--- src/rtl/therm_pkg.sv ---
// Shared types and helpers for the ring-oscillator thermometer scan controller.
// Optional build macro THERM_HDR_EN adds the channel-ID header state.
package therm_pkg;

    typedef enum logic [3:0] {
        ST_IDLE,
        ST_CLEAR,
        ST_SETTLE,
        ST_GATE,
        ST_CAPTURE,
`ifdef THERM_HDR_EN
        ST_SEND_HDR,
`endif
        ST_SEND_DATA,
        ST_WAIT_TX,
        ST_NEXT
    } therm_state_t;

    localparam logic [3:0] THERM_HDR_TAG = 4'hA;

    // Counts above one byte clip to 0xFF rather than wrapping.
    function automatic logic [7:0] sat8(input logic [31:0] cnt);
        return (cnt > 32'd255) ? 8'hFF : cnt[7:0];
    endfunction

endpackage

--- src/rtl/therm_win_timer.sv ---
// Loadable down-counter shared by the settle and gate windows; done_o pulses
// in the last cycle of a loaded interval of (load_val_i + 1) cycles.
module therm_win_timer #(
    parameter int W = 8
) (
    input  logic         clk,
    input  logic         rst,
    input  logic         load_i,
    input  logic [W-1:0] load_val_i,
    output logic         done_o
);

    logic [W-1:0] cnt_q;
    logic         armed_q;

    // NOTE: clocked state uses non-blocking assignments so every register
    // samples pre-edge values and simulation matches the synthesized flops.
    always_ff @(posedge clk or negedge rst) begin
        if (!rst) begin
            cnt_q   <= '0;
            armed_q <= 1'b0;
        end else if (load_i) begin
            cnt_q   <= load_val_i;
            armed_q <= 1'b1;
        end else if (armed_q) begin
            if (cnt_q == '0) begin
                armed_q <= 1'b0;
            end else begin
                cnt_q <= cnt_q - 1'b1;
            end
        end
    end

    assign done_o = armed_q && (cnt_q == '0);

endmodule

--- src/rtl/therm_scan_ctrl.sv ---
// Round-robin measurement sequencer: enable, clear, gate, capture, send one byte
// per channel to the UART. Define THERM_HDR_EN to precede each byte with a header.
module therm_scan_ctrl
    import therm_pkg::*;
#(
    parameter int N_CH          = 4,
    parameter int CNT_W         = 16,
    parameter int SETTLE_CYCLES = 16,
    parameter int GATE_CYCLES   = 100000
) (
    input  logic                    clk,
    input  logic                    rst,
    input  logic                    en,
    input  logic                    preset_en,
    input  logic [7:0]              preset_val,
    output logic [N_CH-1:0]         ch_en,
    output logic                    cnt_clr,
    output logic                    cnt_gate,
    input  logic [CNT_W-1:0]        cnt_val,
    output logic [7:0]              tx_data,
    output logic                    tx_start,
    input  logic                    tx_busy,
    output logic [$clog2(N_CH)-1:0] cur_ch,
    output logic                    busy
);

    localparam int CH_W    = $clog2(N_CH);
    localparam int TMR_MAX = (SETTLE_CYCLES > GATE_CYCLES) ? SETTLE_CYCLES : GATE_CYCLES;
    localparam int TMR_W   = $clog2(TMR_MAX + 1);

    localparam logic [CH_W-1:0]  LAST_CH    = CH_W'(N_CH - 1);
    localparam logic [TMR_W-1:0] SETTLE_LD  = TMR_W'(SETTLE_CYCLES - 1);
    localparam logic [TMR_W-1:0] GATE_LD    = TMR_W'(GATE_CYCLES - 1);

    therm_state_t     state_q, state_d;
    logic [CH_W-1:0]  cur_ch_q, cur_ch_d;
    logic [7:0]       byte_q, byte_d;
    logic [7:0]       tx_data_q, tx_data_d;
    logic [N_CH-1:0]  ch_en_q, ch_en_d;
    logic             cnt_clr_q, cnt_clr_d;
    logic             cnt_gate_q, cnt_gate_d;
    logic             tx_start_q, tx_start_d;
    logic             busy_q, busy_d;
    logic             seen_busy_q, seen_busy_d;
`ifdef THERM_HDR_EN
    logic             hdr_sent_q, hdr_sent_d;
`endif

    logic             tmr_load;
    logic [TMR_W-1:0] tmr_val;
    logic             tmr_done;

    therm_win_timer #(
        .W (TMR_W)
    ) u_win_timer (
        .clk        (clk),
        .rst        (rst),
        .load_i     (tmr_load),
        .load_val_i (tmr_val),
        .done_o     (tmr_done)
    );

    // NOTE: every signal written here gets a default first, so no path through
    // the case leaves one unassigned and no latch is inferred.
    always_comb begin
        state_d     = state_q;
        cur_ch_d    = cur_ch_q;
        byte_d      = byte_q;
        seen_busy_d = seen_busy_q;
`ifdef THERM_HDR_EN
        hdr_sent_d  = hdr_sent_q;
`endif
        tmr_load    = 1'b0;
        tmr_val     = '0;

        unique case (state_q)
            ST_IDLE: begin
                if (en && !tx_busy) state_d = ST_CLEAR;
            end
            ST_CLEAR: begin
                if (!en) begin
                    state_d = ST_IDLE;
                end else begin
                    state_d  = ST_SETTLE;
                    tmr_load = 1'b1;
                    tmr_val  = SETTLE_LD;
                end
            end
            ST_SETTLE: begin
                if (!en) begin
                    state_d = ST_IDLE;
                end else if (tmr_done) begin
                    state_d  = ST_GATE;
                    tmr_load = 1'b1;
                    tmr_val  = GATE_LD;
                end
            end
            ST_GATE: begin
                if (!en) begin
                    state_d = ST_IDLE;
                end else if (tmr_done) begin
                    state_d = ST_CAPTURE;
                end
            end
            ST_CAPTURE: begin
                byte_d = preset_en ? preset_val : sat8(32'(cnt_val));
`ifdef THERM_HDR_EN
                state_d = ST_SEND_HDR;
`else
                state_d = ST_SEND_DATA;
`endif
            end
`ifdef THERM_HDR_EN
            ST_SEND_HDR: begin
                hdr_sent_d  = 1'b1;
                seen_busy_d = 1'b0;
                state_d     = ST_WAIT_TX;
            end
`endif
            ST_SEND_DATA: begin
`ifdef THERM_HDR_EN
                hdr_sent_d  = 1'b0;
`endif
                seen_busy_d = 1'b0;
                state_d     = ST_WAIT_TX;
            end
            ST_WAIT_TX: begin
                // Only a high-then-low busy counts as end of byte.
                if (tx_busy) begin
                    seen_busy_d = 1'b1;
                end else if (seen_busy_q) begin
`ifdef THERM_HDR_EN
                    state_d = hdr_sent_q ? ST_SEND_DATA : ST_NEXT;
`else
                    state_d = ST_NEXT;
`endif
                end
            end
            ST_NEXT: begin
                cur_ch_d = (cur_ch_q == LAST_CH) ? '0 : cur_ch_q + 1'b1;
                state_d  = en ? ST_CLEAR : ST_IDLE;
            end
            default: state_d = ST_IDLE;
        endcase

        // Outputs are decoded from the next state and registered below.
        ch_en_d = '0;
        if (state_d inside {ST_CLEAR, ST_SETTLE, ST_GATE}) ch_en_d[cur_ch_d] = 1'b1;
        cnt_clr_d  = (state_d == ST_CLEAR);
        cnt_gate_d = (state_d == ST_GATE);
        busy_d     = (state_d != ST_IDLE);
        tx_start_d = (state_d == ST_SEND_DATA);
        tx_data_d  = tx_data_q;
        if (state_d == ST_SEND_DATA) tx_data_d = byte_d;
`ifdef THERM_HDR_EN
        if (state_d == ST_SEND_HDR) begin
            tx_start_d = 1'b1;
            tx_data_d  = {THERM_HDR_TAG, 4'(cur_ch_d)};
        end
`endif
    end

    always_ff @(posedge clk or negedge rst) begin
        if (!rst) begin
            state_q     <= ST_IDLE;
            cur_ch_q    <= '0;
            byte_q      <= 8'h00;
            tx_data_q   <= 8'h00;
            ch_en_q     <= '0;
            cnt_clr_q   <= 1'b0;
            cnt_gate_q  <= 1'b0;
            tx_start_q  <= 1'b0;
            busy_q      <= 1'b0;
            seen_busy_q <= 1'b0;
`ifdef THERM_HDR_EN
            hdr_sent_q  <= 1'b0;
`endif
        end else begin
            state_q     <= state_d;
            cur_ch_q    <= cur_ch_d;
            byte_q      <= byte_d;
            tx_data_q   <= tx_data_d;
            ch_en_q     <= ch_en_d;
            cnt_clr_q   <= cnt_clr_d;
            cnt_gate_q  <= cnt_gate_d;
            tx_start_q  <= tx_start_d;
            busy_q      <= busy_d;
            seen_busy_q <= seen_busy_d;
`ifdef THERM_HDR_EN
            hdr_sent_q  <= hdr_sent_d;
`endif
        end
    end

    assign ch_en    = ch_en_q;
    assign cnt_clr  = cnt_clr_q;
    assign cnt_gate = cnt_gate_q;
    assign tx_data  = tx_data_q;
    assign tx_start = tx_start_q;
    assign cur_ch   = cur_ch_q;
    assign busy     = busy_q;

endmodule

--- config.mk ---
export PLATFORM = sky130hd
export DESIGN_NAME = therm_scan_ctrl
export DESIGN_NICKNAME = d
export VERILOG_FILES = /design/src/rtl/therm_pkg.sv /design/src/rtl/therm_win_timer.sv /design/src/rtl/therm_scan_ctrl.sv
export SDC_FILE = /design/constraint.sdc
export NUM_CORES = 1
export LEC_CHECK = 0
export ABC_CLOCK_PERIOD_IN_PS = 2900
export CORE_MARGIN = 2
export CORE_UTILIZATION = 40
export CTS_CLUSTER_DIAMETER = 30
export CTS_CLUSTER_SIZE = 28
export DETAILED_ROUTE_END_ITERATION = 10
export DONT_BUFFER_PORTS = 1
export GPL_TIMING_DRIVEN = 0
export PLACE_DENSITY = 0.55
export SYNTH_ARGS = -nofsm -noshare
export SYNTH_HDL_FRONTEND = slang
export SYNTH_SLANG_ARGS = --single-unit
--- constraint.sdc ---
create_clock -name clk -period 2.9 [get_ports clk]
set_clock_uncertainty 0.05 [all_clocks]
set_input_delay 0.58 -clock clk [delete_from_list [all_inputs] [get_ports clk]]
set_output_delay 0.58 -clock clk [all_outputs]
set_load 0.01 [all_outputs]
==> results.sh <==
export IMPL_cts_tree="yes"
export IMPL_final_cells=306
export IMPL_crit_cells=7
export IMPL_die_w_um=77.1
export IMPL_rsz0062_at_grt="false"
export IMPL_drc=0
export IMPL_htree_levels=2
export IMPL_ff2ff_path_depth=7
export IMPL_outcome="complete, no violations"
export IMPL_timing_rr_end="ch_en[0]"
export IMPL_drt_vias_per_instance=5.43
export IMPL_seq_area_frac_synth_pct=48.0
export IMPL_cts_buffers=5
export IMPL_crit_chain="or4_1 -> buf_2 -> nor4_4 -> buf_4 -> a31oi_1 -> o21ai_1 -> nor3_1"
export IMPL_peakVddDrop_mv=0.276
export IMPL_min_path_type="input port to async pin"
export IMPL_dieHeight_um=77.1
export IMPL_slowest_stage="or4_1"
export IMPL_track_usage_pct=16.5
export IMPL_p_leak_nw=1.04
export IMPL_crit_buf_inv=2
export IMPL_total_power_mw=1.77
export IMPL_synth_seq_cells=41
export IMPL_ioPinCount=47
export IMPL_tightestPinTransition_ps=577
export IMPL_syn_cell_area_mm2=0.00214
export IMPL_grt_max_degree=42
export IMPL_grt_pass1_wl_um=7800
export IMPL_clock_sinks=41
export IMPL_setup_violations=0
export IMPL_slew_limit_headroom_pct=61.3
export IMPL_crit_end="ch_en[0]"
export IMPL_min_period_over_period_pct=79.2
export IMPL_synth_nets=259
export IMPL_power_density_mw_per_mm2=761
export IMPL_maxCapViolations=0
export IMPL_critical_path_required_ps=3010
export IMPL_ys_flop_type="dfrtp_1"
export IMPL_wl_per_cell_um=14.2
export IMPL_row_count=26
export IMPL_slowest_delay_ps=530
export IMPL_async_reset_ff_share_pct=100
export IMPL_synth_edf_count=0
export IMPL_clk_pin_slew_ps=80
export IMPL_start_util_pct=41.6
export IMPL_antennaDiodeCount=0
export IMPL_drt_initial_drc_count=78
export IMPL_crit_path_max_fanout=10
export IMPL_yosys_warnings=0
export IMPL_worstSetupPathType="flop to flop"
export IMPL_antenna_found_initial=0
export IMPL_num_vias=1662
export IMPL_syn_area_per_cell_um2=9.42
export IMPL_grt_pass1_vias=1626
export IMPL_seqCellArea_mm2=0.00103
export IMPL_core_area_mm2=0.00514
export IMPL_multi_input_area_mm2=0.00104
export IMPL_drv_slew=0
export IMPL_dieArea_mm2=0.00595
export IMPL_drt_pass1_iter_count=4
export IMPL_period_minus_slack_ps=2300
export IMPL_place_inst=297
export IMPL_drive_above_1_share_pct=7.63
export IMPL_cts_buffer_depth=2
export IMPL_fin_nets=267
export IMPL_ys_types=46
export IMPL_dp_hpwl_um=3120
export IMPL_cp_arrival_ps=2410
export IMPL_final_common_cell="dfrtp_1"
export IMPL_ant_nets=0
export IMPL_r2r_start="u_win_timer.cnt_q[9]"
export IMPL_rrSetupSlack_ps=600
export IMPL_cts_root_buf="clkbuf_8"
export IMPL_overflow=0
export IMPL_gp_congestion=0.814
export IMPL_critPathLaunchType="flop"
export IMPL_finalWirelength_um=4360
export IMPL_crit_family="simple AND/OR/NAND/NOR gates"
export IMPL_final_core_utilization_pct=45.3
export IMPL_final_cell_mix="dfrtp_1, nor2_1, nor3_1, nand2_1, nor2b_1"
export IMPL_area_delta_synth_final_pct=8.89
export IMPL_finalSetupTns_ps=0
export IMPL_clkLatencyLatePin_ps=280
export IMPL_cp_end_kind="flop"
export IMPL_hold_viol_final=0
export IMPL_max_clock_freq_mhz=435
export IMPL_fillers=524
export IMPL_startpoint="u_win_timer.cnt_q[9]"
export IMPL_syn_inst=227
export IMPL_portBuffers=0
-- state kept, by name (all words and copies together), names as in the netlist --
register / count
busy: 1
ch_en: 4
cnt_clr: 1
cnt_gate: 1
cur_ch: 2
seen_busy_q: 1
state_q: 4
tx_data: 8
tx_start: 1
u_win_timer.armed_q: 1
u_win_timer.cnt_q: 17
-- timing repair --
item / 4_1_cts / 5_1_grt
setup buffers: 0 / 0
gates resized for setup: 0 / 0
hold endpoints to repair: 41 / 0
hold buffers: 1 / 0
endpoints found under the setup margin: 0 / 0
-- cells in the mapped netlist (2+ instances only) --
master,number,area [um2]
a31oi_1,4,25.0
a21boi_1,2,15.0
nor3_1,18,90.1
and2_1,3,18.8
or4_1,3,22.5
a21oi_1,9,45.0
a21o_1,8,60.1
a211oi_1,4,30.0
nand3_1,7,35.0
nand2_1,14,52.6
ha_1,3,37.5
nor2b_1,11,68.8
nand4_1,3,18.8
nand3b_1,2,15.0
nor2_1,23,86.3
o21ai_0,3,15.0
xor2_1,7,61.3
nor4_1,3,18.8
inv_1,9,33.8
nand2b_1,2,12.5
o211ai_1,3,22.5
xnor2_1,5,43.8
clkbuf_1,5,18.8
or3_1,2,12.5
buf_2,2,10.0
dfrtp_1,41,1030
and3_1,3,18.8
o21ai_1,10,50.1
-- power by group --
group	switching [mW]	total, mW	internal, mW
registers	0.144	0.855	0.711
clock network	0.188	0.355	0.167
logic	0.317	0.562	0.245
total	0.649	1.77	1.12
-- worst min-delay path by stage --
| stage | cells past startpoint | endpoint | startpoint |
|---|---|---|---|
| floorplan | 0 | busy | rst |
| global placement | 0 | ch_en[2] | rst |
| detailed placement | 0 | cur_ch[0] | rst |
| CTS | 1 | u_win_timer.cnt_q[12] | rst |
| global route | 1 | busy | rst |
| finish | 1 | seen_busy_q | rst |
-- metrics by stage --
stage / setup WS (ps) / instance area (um2) / hold slack (ps)
finish: 602 / 2330 / 84.4
floorplan: 814 / 2140 / 234
detailed placement: 633 / 2230 / 235
global placement: 635 / 2230 / 235
global route: 390 / 2330 / 87.3
CTS: 600 / 2330 / 88.0
-- per-layer routing --
| metal | wire, um | part of all wire (%) | up-vias | global-route usage [%] |
|---|---|---|---|---|
| met5 | 0 | 0 | - | 0 |
| met4 | 46 | 1.1 | 0 | 4.82 |
| li1 | - | - | 825 | - |
| met2 | 2080 | 48 | 22 | 25.2 |
| met3 | 139 | 3.2 | 4 | 4.47 |
| met1 | 2090 | 48 | 811 | 22.9 |
-- cell families after synthesis --
family                     share of synthesized area [%]
adders and majority gates                           1.76
AOI/OAI and AO/OA                                   15.8
DFF                                                 48.0
muxes                                              0.468
other                                              0.175
and+or+nand+nor                                     25.6
buffers and inverters                               3.28
xor gates and xnor gates                            4.92
-- area by class of cell --
type,instances,share of cell area (%)
tap,70,3.76
sequential,41,44.1
buffer,8,1.56
multi-input combinational,169,44.8
inverter,9,1.45
clock buffer,6,3.12
timing repair buffer,1,0.860
clock inverter,2,0.430
No activity file was read; power rests on OpenSTA's default activity.
